--- src/rtl/rs232_block_tx.sv ---
// RS-232 block transmitter: sends an 8*NUM_BYTES-bit block as NUM_BYTES UART frames, byte 0 first, LSB first.
// Define RS232_TX_PARITY_EN to add an even-parity bit to each frame (8E1 instead of 8N1).
//
// state     | meaning
// IDLE      | line high, waiting for tx_start
// START_BIT | line low for one bit time
// DATA_BITS | shift[0] on the line, 8 bits LSB first
// PARITY    | even parity of the current byte (RS232_TX_PARITY_EN only)
// STOP_BIT  | line high for STOP_BITS bit times
// NEXT      | one extra high cycle between frames; advance byte or finish
// DONE      | tx_done pulse, busy drops, back to IDLE
module rs232_block_tx #(
  parameter int CLKS_PER_BIT = 22,
  parameter int NUM_BYTES    = 8,
  parameter int STOP_BITS    = 1
) (
  input  logic                   clk,
  input  logic                   rst,
  input  logic [8*NUM_BYTES-1:0] data_in,
  input  logic                   tx_start,
  output logic                   tx_out,
  output logic                   busy,
  output logic                   tx_done
);

  localparam int BYTE_W = (NUM_BYTES > 1) ? $clog2(NUM_BYTES) : 1;
  localparam logic [12:0]       BIT_LAST  = 13'(CLKS_PER_BIT - 1);
  localparam logic [12:0]       STOP_LAST = 13'(STOP_BITS * CLKS_PER_BIT - 1);
  localparam logic [BYTE_W-1:0] BYTE_LAST = BYTE_W'(NUM_BYTES - 1);

`ifdef RS232_TX_PARITY_EN
  typedef enum logic [2:0] {
    IDLE, START_BIT, DATA_BITS, PARITY, STOP_BIT, NEXT, DONE
  } state_t;
`else
  typedef enum logic [2:0] {
    IDLE, START_BIT, DATA_BITS, STOP_BIT, NEXT, DONE
  } state_t;
`endif

  state_t                 state, state_n;
  logic [12:0]            clk_cnt, clk_cnt_n;
  logic [2:0]             bit_cnt, bit_cnt_n;
  logic [BYTE_W-1:0]      byte_cnt, byte_cnt_n;
  logic [8*NUM_BYTES-1:0] shift, shift_n;
  logic                   tx_n, busy_n, done_n;
`ifdef RS232_TX_PARITY_EN
  logic                   par, par_n;
`endif

  always_ff @(posedge clk or posedge rst) begin
    if (rst) begin
      state    <= IDLE;
      clk_cnt  <= '0;
      bit_cnt  <= '0;
      byte_cnt <= '0;
      shift    <= '0;
      tx_out   <= 1'b1;
      busy     <= 1'b0;
      tx_done  <= 1'b0;
`ifdef RS232_TX_PARITY_EN
      par      <= 1'b0;
`endif
    end else begin
      state    <= state_n;
      clk_cnt  <= clk_cnt_n;
      bit_cnt  <= bit_cnt_n;
      byte_cnt <= byte_cnt_n;
      shift    <= shift_n;
      tx_out   <= tx_n;
      busy     <= busy_n;
      tx_done  <= done_n;
`ifdef RS232_TX_PARITY_EN
      par      <= par_n;
`endif
    end
  end

  always_comb begin
    state_n    = state;
    clk_cnt_n  = clk_cnt + 13'd1;
    bit_cnt_n  = bit_cnt;
    byte_cnt_n = byte_cnt;
    shift_n    = shift;
`ifdef RS232_TX_PARITY_EN
    par_n      = par;
`endif
    case (state)
      IDLE: begin
        clk_cnt_n = '0;
        if (tx_start) begin
          shift_n    = data_in;
          byte_cnt_n = '0;
          bit_cnt_n  = '0;
          state_n    = START_BIT;
        end
      end
      START_BIT: begin
        if (clk_cnt == BIT_LAST) begin
          clk_cnt_n = '0;
          bit_cnt_n = '0;
`ifdef RS232_TX_PARITY_EN
          par_n     = 1'b0;
`endif
          state_n   = DATA_BITS;
        end
      end
      DATA_BITS: begin
        if (clk_cnt == BIT_LAST) begin
          clk_cnt_n = '0;
          shift_n   = shift >> 1;
          bit_cnt_n = bit_cnt + 3'd1;
`ifdef RS232_TX_PARITY_EN
          par_n     = par ^ shift[0];
          if (bit_cnt == 3'd7) state_n = PARITY;
`else
          if (bit_cnt == 3'd7) state_n = STOP_BIT;
`endif
        end
      end
`ifdef RS232_TX_PARITY_EN
      PARITY: begin
        if (clk_cnt == BIT_LAST) begin
          clk_cnt_n = '0;
          state_n   = STOP_BIT;
        end
      end
`endif
      STOP_BIT: begin
        if (clk_cnt == STOP_LAST) begin
          clk_cnt_n = '0;
          state_n   = NEXT;
        end
      end
      NEXT: begin
        clk_cnt_n = '0;
        if (byte_cnt == BYTE_LAST) begin
          state_n = DONE;
        end else begin
          byte_cnt_n = byte_cnt + 1'b1;
          state_n    = START_BIT;
        end
      end
      DONE: begin
        clk_cnt_n = '0;
        state_n   = IDLE;
      end
      default: begin
        clk_cnt_n = '0;
        state_n   = IDLE;
      end
    endcase

    // Outputs are decoded from the next state so the registers line up with it.
    tx_n   = 1'b1;
    busy_n = 1'b1;
    done_n = 1'b0;
    case (state_n)
      IDLE:      busy_n = 1'b0;
      START_BIT: tx_n   = 1'b0;
      DATA_BITS: tx_n   = shift_n[0];
`ifdef RS232_TX_PARITY_EN
      PARITY:    tx_n   = par_n;
`endif
      DONE: begin
        busy_n = 1'b0;
        done_n = 1'b1;
      end
      default: ;
    endcase
  end

endmodule

--- config.mk ---
export PLATFORM = sky130hd
export DESIGN_NAME = rs232_block_tx
export DESIGN_NICKNAME = d
export VERILOG_FILES = /design/src/rtl/rs232_block_tx.sv
export SDC_FILE = /design/constraint.sdc
export NUM_CORES = 1
export LEC_CHECK = 0
export CELL_PAD_IN_SITES_DETAIL_PLACEMENT = 0
export CELL_PAD_IN_SITES_GLOBAL_PLACEMENT = 1
export CORE_AREA = 2 2 99 101
export CTS_CLUSTER_SIZE = 12
export DETAILED_ROUTE_END_ITERATION = 10
export DIE_AREA = 0 0 101 103
export PLACE_DENSITY = 0.91
export SLEW_MARGIN = 20
export SYNTH_ARGS = -nofsm -noshare
export SYNTH_HDL_FRONTEND = slang
export SYNTH_SLANG_ARGS = --single-unit
--- constraint.sdc ---
create_clock -name clk -period 8.5 [get_ports clk]
set_input_delay 1.275 -clock clk [delete_from_list [all_inputs] [get_ports clk]]
set_output_delay 1.275 -clock clk [all_outputs]
set_load 0.05 [all_outputs]
==> flow_summary_export.csv <==
group,metric,value,unit
timing,fmax,335,MHz
synth,synth_area,0.00392,mm²
global_route,grt_pass1_wl,13.6,mm
timing,setup_viol,0,
cts,cts.sinks,89,
critical_path,critPathTopFamily,"buffers and inverters",
critical_path,reg2reg_slack,5.64,ns
global_route,antenna_found_initial,0,
timing,max_slew.worst_pin.slew,1.01,ns
synth,syn_inst,405,
floorplanning,die_y,103,µm
timing,slew_violations,0,
critical_path,max_stage_delay,0.58,ns
global_route,grt_usage,16.4,%
detailed_routing,drt-initial-drc-count,179,
finish,final_nets,537,
placement,portBuffers,69,
power,leakagePower,2.33,nW
synth,synth.distinct_cells,36,
floorplanning,core_area,0.00946,mm²
cts,cts_buffers,9,
placement,routabilityCongestion,0.773,
critical_path,end_kind,"flop",
global_route,grt_use_met2,24.7,%
timing,hold_viol,0,
detailed_routing,drt_wl_total,7.96,mm
floorplanning,io_pins,70,
finish,syn2layout_area_growth,25.4,%
global_route,use_met3,4.68,%
detailed_routing,dr.pass1.iters,6,
floorplanning,dieWidth,101,µm
critical_path,cp.arrival,3.22,ns
cts,clk_pin_slew,0.08,ns
floorplanning,rows,36,
timing,slew_headroom,31.9,%
timing,skew,0.00969,ns
placement,hpwl,5.06,mm
placement,post-place-cells,567,
detailed_routing,vias,2994,
cts,cts_buffer_depth,2,
critical_path,criticalPathCategory,"input port to flop",
synth,synth_area_leaders,"dfrtp_1, nand2_1, a22oi_1",
critical_path,path_cells,"clkdlybuf4s50_1 -> nor4b_2 -> buf_4 -> nor2_4 -> buf_4 -> nand2_1 -> nand2_1",
cts,clk_latency,0.35,ns
global_route,grt_pass1_vias,2889,
power,powerDensity,272,mW/mm²
finish,n_antenna_cell,0,
synth,yosysWarnings,0,
run,cap_violations,0,
min_path,min_path_type,"flop to flop",
timing,setup_tns,0,ns
critical_path,cp-start-kind,"input port",
timing,fin_crit,2.98,ns
detailed_routing,drc,0,
synth,syn_avg_cell_area,9.68,µm²
critical_path,worstPathRequired,8.74,ns
cts,cts-root-buf,"clkbuf_8",
cts,cts_hold_buf,0,
detailed_routing,final_antenna_net_count,0,
synth,yosys.area.top_type,"dfrtp_1",
timing,period_share,35.1,%
synth,ys_seq_area_share,56.8,%
global_route,use_met1,23.6,%
timing,rsz0062_at_grt,"no",
global_route,top_usage_layer,"met2",
synth,synth_nets,478,
cts,cts_setup_buffers,0,
cts,cts_resized,0,
detailed_routing,vias_per_cell,5.14,
power,vdd_drop_max,0.107,mV
finish,final_cells,583,
critical_path,path_buf_inv,3,
floorplanning,die-area,0.0104,mm²
synth,yosysTopAreaCellShare,56.2,%
global_route,grt_overflow_total,0,
detailed_routing,wl_per_cell,13.7,µm
synth,synth_seq_cells,89,
outcome,status,"finished, final reports clean",
floorplanning,initial_utilization,41.4,%
finish,post-route-util,52.0,%
critical_path,critPathSlowestCell,"buf_4",
cts,htreeDepth,3,
finish,layout-drive-gt1-share,6.18,%
critical_path,worstPathMaxFanout,66,
cts,cts_tree,"yes",
global_route,grt_max_degree,90,
==> routing by layer <==
metal  share of wire, %  wire length, µm
met3                5.1              406
met2                 46             3680
met4                1.1               90
met1                 48             3780
met5                  0                0
==> logic make-up after synthesis <==
family	count (synthesis)	share of synthesized area [%]
flops	89	56.8
mux	4	1.02
xor+xnor	11	2.46
fa+ha+maj	6	1.92
simple gates	186	20.1
buf+inv	35	3.64
compound gates	74	14.0
==> worst paths after layout <==
path | start | endpoint | cells after the start
min | shift[61] | shift[61] | 2
max reg2reg | state[2] | shift[26] | 5
min reg2reg | shift[61] | shift[61] | 2
min in group asynchronous | rst | shift[20] | 3
max | tx_start | shift[50] | 7
max in group asynchronous | rst | shift[2] | 3
==> area by class of cell <==
cell class | count | area (µm²)
clock buffer | 10 | 128
multi-input combinational | 281 | 1560
timing repair buffer | 73 | 724
clock inverter | 6 | 91.3
inverter | 10 | 38.8
sequential | 89 | 2230
tap | 114 | 143
fill | 862 | 4540
==> synth_stat cells <==
library cell  number
or4_4              2
a31oi_1            3
and3_1             2
o21ai_1            1
inv_1             10
nor4_4             1
nor4_1             1
nor2_1            20
buf_2              8
xnor2_1            5
or3b_2             1
dfrtp_1           88
clkbuf_2           1
nor3_2             1
nand4b_1           1
o21a_1             1
a22oi_1           62
or3_1              2
nand3_1            7
a221o_1            1
nor4b_1            1
xor2_1             6
ha_1               6
dfstp_2            1
nand2_1          141
or4b_2             1
o31ai_1            1
nor2b_1            1
mux2i_1            4
a21oi_1            1
o21ai_0            2
nor3_1             3
o221ai_1           1
clkbuf_1          16
nor3b_1            1
o311a_1            1
==> registers in the layout (all words and copies together) (netlist names) <==
register and flops:
bit_cnt 3, state 3, busy 1, shift 64, tx_out 1, byte_cnt 3, clk_cnt 13, tx_done 1
==> placed cells by master, fill, tap and decap left out, types with 5 or more instances in the layout <==
| master | n |
|---|---|
| a22oi_1 | 62 |
| clkbuf_8 | 9 |
| clkdlybuf4s50_1 | 69 |
| dfrtp_1 | 88 |
| ha_1 | 6 |
| inv_1 | 9 |
| nand2_1 | 141 |
| nand3_1 | 7 |
| nor2_1 | 19 |
| xnor2_1 | 5 |
| xor2_1 | 6 |
==> worst reg2reg max path: stages (launching register included) <==
cell	delay (ns)
dfrtp_1	0.50
or3b_2	0.52
nor4_4	0.91
buf_4	0.60
a22oi_1	0.18
nand2_1	0.10
==> through the flow <==
step	hold slack [ns]	setup WS (ns)	power (W)	instance area (µm²)
5_1_grt	0.504	5.32	0.00144	4920
6_report	0.480	5.52	0.00134	4920
3_3_place_gp	0.458	5.17	0.00101	4690
3_5_place_dp	0.463	5.13	0.00103	4690
4_1_cts	0.484	5.52	0.00135	4910
2_1_floorplan	0.446	4.92	0.000918	3920
==> where the power goes <==
group	internal, W	total [W]	switching [W]
Combinational	0.000143	0.000327	0.000184
Sequential	0.000589	0.000690	0.000102
Clock	0.000167	0.000318	0.000151
Note: power is estimated with default switching activity, not from simulation.
